File: src/rtl/elevator_dispatch.sv
// Single-car LOOK dispatcher: consumes the latched request vector, steps the car
// floor by floor with a move timer, dwells with the door open and clears serviced floors.
module elevator_dispatch #(
    parameter int MOVE_CYCLES = 4,
    parameter int DOOR_CYCLES = 3,
    parameter int CNT_W       = 16
) (
    input  logic       clk,
    input  logic       reset,
    input  logic [7:0] req,
    input  logic       req_flag,
    output logic [7:0] clr,
    output logic [2:0] floor,
    output logic       dir_up,
    output logic       moving,
    output logic       door_open,
    output logic [1:0] state
);

    typedef enum logic [1:0] {
        S_IDLE = 2'd0,
        S_MOVE = 2'd1,
        S_DOOR = 2'd2
    } state_t;

    localparam logic [CNT_W-1:0] MOVE_LOAD = CNT_W'(MOVE_CYCLES - 1);
    localparam logic [CNT_W-1:0] DOOR_LOAD = CNT_W'(DOOR_CYCLES - 1);

    state_t           state_q, state_d;
    logic [2:0]       floor_q, floor_d;
    logic             dir_q, dir_d;
    logic [CNT_W-1:0] cnt_q, cnt_d;

    logic [7:0] r;
    logic [7:0] above, below;
    logic       here;

    // NOTE: registers use non-blocking assignments so every flop samples pre-edge values.
    always_ff @(posedge clk) begin
        if (!reset) begin
            state_q <= S_IDLE;
            floor_q <= 3'd0;
            dir_q   <= 1'b1;
            cnt_q   <= '0;
        end else begin
            state_q <= state_d;
            floor_q <= floor_d;
            dir_q   <= dir_d;
            cnt_q   <= cnt_d;
        end
    end

    always_comb begin
        r     = req_flag ? req : 8'h00;
        above = '0;
        below = '0;
        for (int i = 0; i < 8; i++) begin
            above[i] = r[i] && (i > 32'(floor_q));
            below[i] = r[i] && (i < 32'(floor_q));
        end
        here = r[floor_q];
    end

    // NOTE: every next-state signal gets a default first so no path infers a latch.
    always_comb begin
        state_d = state_q;
        floor_d = floor_q;
        dir_d   = dir_q;
        cnt_d   = cnt_q;
        unique case (state_q)
            S_IDLE: begin
                if (here) begin
                    state_d = S_DOOR;
                    cnt_d   = DOOR_LOAD;
                end else if (dir_q && (above != 8'h00)) begin
                    state_d = S_MOVE;
                    cnt_d   = MOVE_LOAD;
                end else if (!dir_q && (below != 8'h00)) begin
                    state_d = S_MOVE;
                    cnt_d   = MOVE_LOAD;
                end else if (above != 8'h00) begin
                    state_d = S_MOVE;
                    dir_d   = 1'b1;
                    cnt_d   = MOVE_LOAD;
                end else if (below != 8'h00) begin
                    state_d = S_MOVE;
                    dir_d   = 1'b0;
                    cnt_d   = MOVE_LOAD;
                end
            end
            S_MOVE: begin
                if (cnt_q == '0) begin
                    // Direction was validated on entry, so the step cannot leave 0..7.
                    floor_d = dir_q ? floor_q + 3'd1 : floor_q - 3'd1;
                    state_d = S_IDLE;
                end else begin
                    cnt_d = cnt_q - CNT_W'(1);
                end
            end
            S_DOOR: begin
                if (cnt_q == '0) begin
                    state_d = S_IDLE;
                end else begin
                    cnt_d = cnt_q - CNT_W'(1);
                end
            end
            default: state_d = S_IDLE;
        endcase
    end

    // Outputs depend only on registered state, keeping the clr-to-latch path loop-free.
    assign clr       = (state_q == S_DOOR) ? (8'd1 << floor_q) : 8'h00;
    assign moving    = (state_q == S_MOVE);
    assign door_open = (state_q == S_DOOR);
    assign floor     = floor_q;
    assign dir_up    = dir_q;
    assign state     = state_q;

endmodule

File: config.mk
export PLATFORM = sky130hd
export DESIGN_NAME = elevator_dispatch
export DESIGN_NICKNAME = d
export VERILOG_FILES = /design/src/rtl/elevator_dispatch.sv
export SDC_FILE = /design/constraint.sdc
export NUM_CORES = 1
export LEC_CHECK = 0
export CAP_MARGIN = 20
export CORE_ASPECT_RATIO = 1.2
export CORE_UTILIZATION = 59
export DETAILED_ROUTE_END_ITERATION = 8
export GPL_TIMING_DRIVEN = 0
export PLACE_DENSITY_LB_ADDON = 0.15
export SLEW_MARGIN = 5
export SYNTH_ARGS = -nofsm -noshare
export SYNTH_HDL_FRONTEND = slang
export SYNTH_SLANG_ARGS = --single-unit
File: constraint.sdc
create_clock -name clk -period 4.55 [get_ports clk]
set_clock_uncertainty 0.1 [all_clocks]
set_input_delay 0.91 -clock clk [delete_from_list [all_inputs] [get_ports clk]]
set_output_delay 0.91 -clock clk [all_outputs]
set_load 0.02 [all_outputs]
==> flow_summary.ini <==
[status]
status = completed

[synth]
synth_cells = 236
synthDistinctLibCells = 62
ys_seq_elements = 22
seq_area_frac_synth_pct = 23.93
syn_area_um2 = 1841
yosysWarnings = 0
synth_edf_count = 0
postSynth.asyncResetShare_pct = 0
synthFlopType = dfxtp_1
synth_fp_nets = 258
syn_area_per_cell_um2 = 7.799

[placed_design]
hpwl_um = 3590
dp_slack_ns = 1.500
port_buffers = 25
gp_congestion = 0.9331

[sta]
min_period_ns = 3.117
maxSlewHeadroom_pct = 53.19
fin_ws_ns = 1.433
setup_violations = 0
slew_viol_final = 0
tns_ns = 0
hold_slack_ns = 0.4029
finalCritPeriodShare_pct = 68.50
max_freq_mhz = 320.9
tightestPinTransition_ns = 0.6995
rsz0062_at_grt = no
finalHoldViolations = 0

[global_route]
grt_pass1_vias = 1813
grtUsageMet1_pct = 35.75
grt_usage_pct = 31.28
grt_first_pass_wirelength_um = 8100
overflow = 0
grt_max_degree = 14
antenna_found_initial = 0
gr-usage-met2_pct = 58.54
use_met3_pct = 2.657
top_usage_layer = met2

[detailed_routing]
via_count = 1935
drt_wl_total_um = 4781
antenna_left = 0
drc = 0
dr.pass1.iters = 5
viasPerCell = 6.472
drtIter0Drc = 109
wire_per_inst_um = 15.99

[clock_network]
clk-insertion-delay-late_ns = 0.32
cts_buffer_depth = 2
htree_levels = 1
clock-sinks = 22
cts_resized = 0
numCtsBuffers = 3
cts-root-buf = clkbuf_4
clk_pin_slew_worst_paths_ns = 0.13
cts_setup_buffers = 0
cts_tree = done
postCtsHoldBufs = 0

[setup_path]
worst_ep_required_time_ns = 3.54
worstPathMaxFanout = 9
cp-start-kind = flip-flop
crit_type = reg -> out
r2r-start = floor[0]$_SDFFE_PN0P_
cp.arrival_ns = 2.11
r2r_end = cnt_q[10]$_SDFFE_PN0P_
worstSetupEndpointType = output port
reg2reg_depth = 9
r2r_slack_ns = 1.93

[min_path]
hold_end = cnt_q[13]$_SDFFE_PN0P_
hold_path_class = reg -> reg
min_path_cells = 2
min_from = cnt_q[13]$_SDFFE_PN0P_

[final_layout]
area_growth_pct = 18.76
nNetsFinal = 288
final_core_util_pct = 75.63
drive_gt1_share_pct = 10.94
n_antenna_cell = 0

[floorplan]
rows = 21
core_area_um2 = 2890
die_h_um = 63.19
start_util_pct = 63.68
die_w_um = 52.99
dieArea_um2 = 3348
io_pins = 27

[pwr]
vdd_ir_drop_max_v = 0.0006166
leakagePower_nw = 0.7971
powerDensity_nw_per_um2 = 715.7

[flow_run]
cap_violations = 0
==> cell usage after synthesis, types with 5 or more instances <==
| library cell | instances | area share (%) |
|---|---|---|
| a21oi_1 | 29 | 7.9 |
| and2_1 | 5 | 1.7 |
| dfxtp_1 | 22 | 24 |
| ha_1 | 11 | 7.5 |
| inv_1 | 13 | 2.7 |
| nand2_1 | 20 | 4.1 |
| nand3_1 | 8 | 2.2 |
| nor2_1 | 19 | 3.9 |
| o21ai_0 | 9 | 2.4 |
| o22ai_1 | 6 | 2.0 |
==> sequential cells by signal, indices dropped and copies added (netlist names) <==
name and flops:
cnt_q 16, dir_up 1, floor 3, state 2
==> per-layer routing <==
layer	share of wire, %	vias to the layer above	wire (um)
li1	-	934	-
met1	39	891	1878
met2	53	101	2511
met3	6.6	9	316
met4	1.6	0	75
met5	0	-	0
==> worst max path at each step <==
stage | start | endpoint | slack (ns)
2_1_floorplan | req_flag | cnt_q[11]$_SDFFE_PN0P_ | 2.07
3_3_place_gp | req[5] | cnt_q[5]$_SDFFE_PN0P_ | 1.51
3_5_place_dp | req[6] | cnt_q[2]$_SDFFE_PN0P_ | 1.50
4_1_cts | floor[0]$_SDFFE_PN0P_ | clr[4] | 1.42
5_1_grt | floor[0]$_SDFFE_PN0P_ | clr[4] | 1.31
6_report | floor[0]$_SDFFE_PN0P_ | clr[4] | 1.43
==> cells by family (layout without fill, tap and decap cells) <==
group,after synthesis,count (layout),share of synthesized area (%)
mux,4,4,2.175
flops,22,22,23.93
buf+inv,27,56,7.341
xor+xnor,2,2,0.9519
compound gates,79,79,29.44
simple gates,91,91,28.69
fa+ha+maj,11,11,7.478
==> per-stage QoR <==
stage                     total power [mW]  cell area [um^2]  std cells
after detailed placement             1.388              2133        295
after CTS                            1.540              2186        299
after global routing                 1.682              2186        299
after global placement               1.366              2133        295
final                                1.564              2186        299
after floorplan                      1.144              1841        236
==> placed cells by master, fill, tap and decap left out, types with 4 or more instances in the layout <==
cell             Yosys  layout
ha_1                11      11
clkbuf_1             4       4
nor4_2               4       4
o22ai_1              6       6
and2_1               5       5
nor2_1              19      19
buf_4                4       4
o21ai_0              9       9
a21oi_1             29      29
o32ai_1              4       4
mux2i_1              4       4
dfxtp_1             22      22
inv_1               13      13
nor3_1               4       4
nand2_1             20      20
clkdlybuf4s50_1      0      25
nand3_1              8       8
==> power breakdown <==
part           internal, mW  switching [mW]
clock                0.0891          0.0659
sequential            0.263          0.0780
combinational         0.429           0.640
==> critical path, stage by stage, from the launching register on <==
cell	delay, ns
dfxtp_1	0.41
buf_4	0.20
clkinv_1	0.19
ha_1	0.29
and3_1	0.18
clkdlybuf4s50_1	0.52
==> area by class of cell <==
class | instances | area, um^2
multi-input combinational | 187 | 1265
fill | 231 | 704.4
sequential | 22 | 440.4
timing repair buffer | 25 | 250.2
buffer | 13 | 82.58
inverter | 14 | 52.55
tap | 34 | 42.54
clock inverter | 1 | 30.03
clock buffer | 3 | 22.52
(Power assumes the default switching activity.)
